--- src/rtl/tilemap_pkg.sv ---
// Shared encodings, slot timing and FSM type for the tilemap line fetcher.
package tilemap_pkg;
  localparam int NUM_LAYERS = 2;
  localparam int LA = 0;
  localparam int LB = 1;

  localparam logic [1:0] MODE_HOLD = 2'b00;
  localparam logic [1:0] MODE_SHR  = 2'b01;
  localparam logic [1:0] MODE_SHL  = 2'b10;
  localparam logic [1:0] MODE_LOAD = 2'b11;

  localparam logic [2:0] A_REQ      = 3'd3;
  localparam logic [2:0] A_DL       = 3'd6;
  localparam logic [2:0] B_REQ      = 3'd7;
  localparam logic [2:0] B_DL       = 3'd2;
  localparam logic [2:0] A_LOAD_OFS = 3'd0;
  localparam logic [2:0] B_LOAD_OFS = 3'd4;

  typedef enum logic [1:0] {
    IDLE  = 2'd0,
    REQ_A = 2'd1,
    REQ_B = 2'd2
  } fsm_t;
endpackage

--- src/rtl/tilemap_mode_gen.sv ---
// Per-layer shift-register mode and flip flag; loads at (load offset + fine scroll) mod 8.
module tilemap_mode_gen
  import tilemap_pkg::*;
(
  input  logic       i_EMU_MCLK,
  input  logic       i_EMU_RST_n,
  input  logic       i_CE,
  input  logic [2:0] i_HCNT,
  input  logic       i_HBLANK_n,
  input  logic [2:0] i_LOAD_OFS,
  input  logic [2:0] i_FSCX,
  input  logic       i_WORD_HF,
  output logic [1:0] o_MODE,
  output logic       o_FF
);
  logic [2:0] ld_px;
  assign ld_px = i_LOAD_OFS + i_FSCX;

  always_ff @(posedge i_EMU_MCLK or negedge i_EMU_RST_n) begin
    if (!i_EMU_RST_n) begin
      o_MODE <= MODE_HOLD;
      o_FF   <= 1'b0;
    end else if (i_CE) begin
      if (!i_HBLANK_n) begin
        o_MODE <= MODE_HOLD;
      end else if (i_HCNT == ld_px) begin
        o_MODE <= MODE_LOAD;
        o_FF   <= i_WORD_HF;
      end else begin
        o_MODE <= o_FF ? MODE_SHR : MODE_SHL;
      end
    end
  end
endmodule

--- src/rtl/tilemap_line_fetcher.sv ---
// Shared-port line-word fetcher for TM-A/TM-B: request FSM, fetch buffers, deadline presentation.
module tilemap_line_fetcher
  import tilemap_pkg::*;
#(
  parameter int CODE_W = 11
) (
  input  logic                i_EMU_MCLK,
  input  logic                i_EMU_RST_n,
  input  logic                i_EMU_CLK6MPCEN_n,
  input  logic [2:0]          i_HCNT,
  input  logic                i_HBLANK_n,
  input  logic [CODE_W-1:0]   i_A_CODE,
  input  logic [CODE_W-1:0]   i_B_CODE,
  input  logic [2:0]          i_A_ROW,
  input  logic [2:0]          i_B_ROW,
  input  logic                i_A_HFLIP,
  input  logic                i_B_HFLIP,
  input  logic                i_A_VFLIP,
  input  logic                i_B_VFLIP,
  input  logic [2:0]          i_A_FSCX,
  input  logic [2:0]          i_B_FSCX,
  output logic                o_MEM_REQ,
  output logic [CODE_W+2:0]   o_MEM_ADDR,
  input  logic                i_MEM_ACK,
  input  logic [31:0]         i_MEM_DATA,
  output logic [31:0]         o_GFXDATA,
  output logic [1:0]          o_A_MODE,
  output logic [1:0]          o_B_MODE,
  output logic                o_AFF,
  output logic                o_BFF,
  output logic                o_MISS
);
  logic ce, start_a, start_b, dl_a, dl_b;
  assign ce      = ~i_EMU_CLK6MPCEN_n;
  assign start_a = ce && i_HBLANK_n && (i_HCNT == A_REQ);
  assign start_b = ce && i_HBLANK_n && (i_HCNT == B_REQ);
  assign dl_a    = ce && (i_HCNT == A_DL);
  assign dl_b    = ce && (i_HCNT == B_DL);

  fsm_t state_q, state_d;
  logic take_ack, miss_now, ack_lyr;

  logic [CODE_W+2:0]                addr_q;
  logic                             req_hf_q;
  logic [NUM_LAYERS-1:0][31:0]      buf_q;
  logic [NUM_LAYERS-1:0]            buf_hf_q, vld_q, pres_hf_q;
  logic [31:0]                      gfx_q;
  logic                             miss_q;

  // Deadline beats ACK: an ACK landing on the deadline edge is a miss.
  always_comb begin
    state_d  = state_q;
    take_ack = 1'b0;
    case (state_q)
      IDLE: begin
        if (start_a)      state_d = REQ_A;
        else if (start_b) state_d = REQ_B;
      end
      REQ_A: begin
        if (dl_a)           state_d = IDLE;
        else if (i_MEM_ACK) begin state_d = IDLE; take_ack = 1'b1; end
      end
      REQ_B: begin
        if (dl_b)           state_d = IDLE;
        else if (i_MEM_ACK) begin state_d = IDLE; take_ack = 1'b1; end
      end
      default: state_d = IDLE;
    endcase
  end

  assign miss_now = ((state_q == REQ_A) && dl_a) || ((state_q == REQ_B) && dl_b);
  assign ack_lyr  = (state_q == REQ_B);

  always_ff @(posedge i_EMU_MCLK or negedge i_EMU_RST_n) begin
    if (!i_EMU_RST_n) begin
      state_q   <= IDLE;
      addr_q    <= '0;
      req_hf_q  <= 1'b0;
      buf_q     <= '0;
      buf_hf_q  <= '0;
      vld_q     <= '0;
      pres_hf_q <= '0;
      gfx_q     <= '0;
      miss_q    <= 1'b0;
    end else begin
      state_q <= state_d;
      if (state_q == IDLE && state_d == REQ_A) begin
        addr_q   <= {i_A_CODE, i_A_ROW ^ {3{i_A_VFLIP}}};
        req_hf_q <= i_A_HFLIP;
      end
      if (state_q == IDLE && state_d == REQ_B) begin
        addr_q   <= {i_B_CODE, i_B_ROW ^ {3{i_B_VFLIP}}};
        req_hf_q <= i_B_HFLIP;
      end
      if (take_ack) begin
        buf_q[ack_lyr]    <= i_MEM_DATA;
        buf_hf_q[ack_lyr] <= req_hf_q;
        vld_q[ack_lyr]    <= 1'b1;
      end
      // A missed word presents as transparent and carries no flip.
      if (dl_a) begin
        gfx_q         <= vld_q[LA] ? buf_q[LA] : 32'h0;
        pres_hf_q[LA] <= vld_q[LA] & buf_hf_q[LA];
        vld_q[LA]     <= 1'b0;
      end
      if (dl_b) begin
        gfx_q         <= vld_q[LB] ? buf_q[LB] : 32'h0;
        pres_hf_q[LB] <= vld_q[LB] & buf_hf_q[LB];
        vld_q[LB]     <= 1'b0;
      end
      if (ce) miss_q <= miss_now;
    end
  end

  assign o_MEM_REQ  = (state_q != IDLE);
  assign o_MEM_ADDR = addr_q;
  assign o_GFXDATA  = gfx_q;
  assign o_MISS     = miss_q;

  logic [NUM_LAYERS-1:0][2:0] fscx, ld_ofs;
  logic [NUM_LAYERS-1:0][1:0] mode;
  logic [NUM_LAYERS-1:0]      ff;
  assign fscx   = {i_B_FSCX, i_A_FSCX};
  assign ld_ofs = {B_LOAD_OFS, A_LOAD_OFS};

  for (genvar l = 0; l < NUM_LAYERS; l++) begin : g_layer
    tilemap_mode_gen u_mode (
      .i_EMU_MCLK  (i_EMU_MCLK),
      .i_EMU_RST_n (i_EMU_RST_n),
      .i_CE        (ce),
      .i_HCNT      (i_HCNT),
      .i_HBLANK_n  (i_HBLANK_n),
      .i_LOAD_OFS  (ld_ofs[l]),
      .i_FSCX      (fscx[l]),
      .i_WORD_HF   (pres_hf_q[l]),
      .o_MODE      (mode[l]),
      .o_FF        (ff[l])
    );
  end

  assign o_A_MODE = mode[LA];
  assign o_B_MODE = mode[LB];
  assign o_AFF    = ff[LA];
  assign o_BFF    = ff[LB];
endmodule

--- config.mk ---
export PLATFORM = sky130hd
export DESIGN_NAME = tilemap_line_fetcher
export DESIGN_NICKNAME = d
export VERILOG_FILES = /design/src/rtl/tilemap_pkg.sv /design/src/rtl/tilemap_mode_gen.sv /design/src/rtl/tilemap_line_fetcher.sv
export SDC_FILE = /design/constraint.sdc
export NUM_CORES = 1
export LEC_CHECK = 0
export ABC_AREA = 1
export CAP_MARGIN = 10
export CORE_MARGIN = 3
export CORE_UTILIZATION = 55
export CTS_CLUSTER_DIAMETER = 100
export CTS_CLUSTER_SIZE = 12
export DETAILED_ROUTE_END_ITERATION = 12
export HOLD_SLACK_MARGIN = 0.1
export PLACE_DENSITY = 0.94
export SETUP_SLACK_MARGIN = 0.4
export SLEW_MARGIN = 20
export SYNTH_ARGS = -nofsm -noshare
export SYNTH_HDL_FRONTEND = slang
export SYNTH_HIERARCHICAL = 1
export SYNTH_SLANG_ARGS = --single-unit
--- constraint.sdc ---
create_clock -name i_EMU_MCLK -period 3.15 [get_ports i_EMU_MCLK]
set_input_delay 0.63 -clock i_EMU_MCLK [delete_from_list [all_inputs] [get_ports i_EMU_MCLK]]
set_output_delay 0.63 -clock i_EMU_MCLK [all_outputs]
set_load 0.1 [all_outputs]
==> metrics.txt <==
Placer Congestion about 0.86; combinational fraction of design power 0.410; WP data required approximately 3.5 ns; H-Tree Level Count 4; cts hold-fix bufs 0; Antenna diodes 0; setup tns final 0 ns; final setup vio count 0; worst rel slew slack 0.518; CTS buffer count 17; gr busiest metal met2; Iter 0 DRT Violations 417; Max Slew Vio Count 0; Synth Register Bits ~130; Switching Share 0.463; Distinct cells, synth 29; Post-CTS Setup Repair Bufs 0; Core Util, Final 0.745; area delta synth->final 31.3%; met2 Usage GRT 0.462; Placement Setup Slack around 0.13 ns; Post-Syn Area just under 6000 um^2; Clk pin slew, worst setup/hold paths about 0.060 ns; HPWL after DPL about 9900 um; vias per cell about 5.5; largest net degree at the start of global routing 73; Synth area leader dfrtp_1; clk root buf clkbuf_8; GRT overflow 0; status complete, no violations; total net switching power approximately 3500 uW; DR pass1 iterations 5; CTS tree done; PostCTS Resize Cnt 0; fraction of layout cells with a size suffix above 1 0.156; routed via count ~5,200; drt total wl around 15,000 um; top post-synthesis cells by area dfrtp_1, nand2_1, nand3_1, o21ai_0, a2bb2oi_1; fillcell total between 700 and 800; pwr dens between 900 and 1000 nW/um^2; Post-synth EDFFs 0; Leak Pwr approximately 0.0038 uW; gr usage total 0.267; Avg WL per Cell 16.1 um; port bufs about 130; post-route ant nets 0; Hold WC Path Type input port to asynchronous set/reset pin; vias in the first global route 5,305; Die Wd 109 um; Mapped Avg Cell Area 8.76 um^2; die area approximately 12,000 um^2; final hold slack between 0.15 and 0.2 ns; # DRC 0; Fin. Hold Viols 0; Worst setup SP type input port; R2R cell count 10; top_reg_cell synth dfrtp_1; CP Class input port to flip-flop; fin crit share 0.805; row cnt 37; TritonCTS Sinks 126; io pins between 100 and 150; post-synthesis cell count between 600 and 700; proportion of synthesized chip area in sequential cells 0.536; met1 usage 0.338; share of the synthesized area in the top cell type 0.536; actual transition at the worst max-transition pin 0.722 ns; Clk pwr share 0.246; RSZ-0062 raised after global routing no; ys async rst share 1.00; starting density of the core 0.568; CP Capture Type flip-flop; Max Freq 394 MHz; sequential share of power 0.344; VDD IR-drop max 0.000525 V; CP max FO 21; data arrival time of the worst path between 2 and 3 ns; Core Area about 10,000 um^2; worst-skew pair later-pin latency between 0.5 and 0.6 ns; GRT met3 Usage 0.0505; Synth Warn # 6; final setup margin 0.615 ns; Clock Tree Buf Depth 2; P_int about 4000 uW; post-route minimum period 2.54 ns; nets@finish about 900; max-cap viol count 0; initial antenna violation count 0; final setup skew 0.0142 ns; first-pass GRT wire length 25,100 um; DIE HEIGHT 109 um
==> final timing paths <==
path	start	endpoint	slack, ns
worst max-delay path	i_HCNT[2]	o_MEM_ADDR[12]	0.61
worst min-delay path	i_EMU_RST_n	buf_q[42]	0.17
worst max register to register	state_q[1]	o_MEM_ADDR[12]	1.04
worst min register to register	buf_q[27]	buf_q[27]	0.49
max in group asynchronous	i_EMU_RST_n	vld_q[1]	2.12
min in group i_EMU_MCLK	buf_q[27]	buf_q[27]	0.49
==> cell type report <==
class	count	area, um^2	share of cell area
clock buffers	17	414	0.0536
clock inverters	15	149	0.0193
inverters	67	255	0.0330
multi-input cells	443	2320	0.300
flip-flops and latches	126	3150	0.408
well taps	136	170	0.0220
repair buffers	142	1270	0.164
==> critical path: stages <==
cell,delay (ns)
clkdlybuf4s50_1,0.70
inv_2,0.07
nor2_1,0.14
nand2_2,0.14
nand3_1,0.12
nand2_1,0.09
nor2_1,0.20
nor2_4,0.05
nand2_2,0.30
nand2_2,0.27
nand2_1,0.14
nand2_1,0.06
==> state kept, by name, indices dropped and copies added, names as in the netlist <==
name,cells
buf_hf_q,2
buf_q,64
g_layer.u_mode/o_FF,2
g_layer.u_mode/o_MODE,4
o_GFXDATA,32
o_MEM_ADDR,14
o_MISS,1
pres_hf_q,2
req_hf_q,1
state_q,2
vld_q,2
==> cells in the final DEF (no fill, tap or decap) <==
master           count
conb_1               8
xnor2_1              4
nor2_1              12
o211ai_1             1
buf_12               1
clkdlybuf4s50_1     76
inv_1               61
a21boi_0             1
nor2_2               3
dfrtp_1            125
nand3_1             70
nor3_4               1
inv_8                1
clkinvlp_4           3
clkinv_2             1
a31oi_1             32
o21bai_1             1
dfrtp_2              1
clkinv_4             4
ha_1                 6
nand2_1            173
o21ai_0             68
a2bb2oi_1           32
nor3_1               1
buf_4               65
clkbuf_16           16
a21oi_1              5
nand3_2              5
nand2_2             11
bufinv_16            1
nor2_4               1
clkbuf_8             1
inv_6                6
xor2_1               6
inv_2                5
fa_1                 2
==> cells by family after synthesis <==
family,synth area share
flip-flops,0.536
buffers and inverters,0.0755
XOR/XNOR,0.0149
adder cells (fa/ha/maj),0.0196
other,0.00128
AO/OA/AOI/OAI,0.148
AND/OR/NAND/NOR,0.206
==> layer usage <==
layer / wire [um] / part of all wire / vias to the layer above
met3: 756 / 0.050 / 23
met2: 8080 / 0.53 / 182
met1: 6180 / 0.40 / 2536
met5: 0 / 0 / -
met4: 248 / 0.016 / 0
li1: - / - / 2471
==> metrics by stage <==
step                      cell area (um^2)  std cells  power [uW]
after floorplan                       5910        678        4830
after global placement                7160        914        5510
after detailed placement              7160        914        5630
after CTS                             7720        946        7490
after global routing                  7730        946        7820
final                                 7730        946        7470
==> power groups by stage <==
stage | Sequential (uW) | Clock, uW | Combinational, uW
5_1_grt | 2640 | 1930 | 3250
4_1_cts | 2560 | 1860 | 3070
6_report | 2570 | 1840 | 3060
3_5_place_dp | 2580 | 0 | 3050
3_3_place_gp | 2540 | 0 | 2970
2_1_floorplan | 3870 | 0 | 962
==> Yosys cell counts (all sizes together), types with 5 or more instances <==
cell type,number
a21oi,5
a2bb2oi,32
a31oi,32
buf,20
clkbuf,22
dfrtp,126
ha,6
inv,67
nand2,184
nand3,75
nor2,16
o21ai,68
xor2,6
Power figures use the tool's default switching activity.
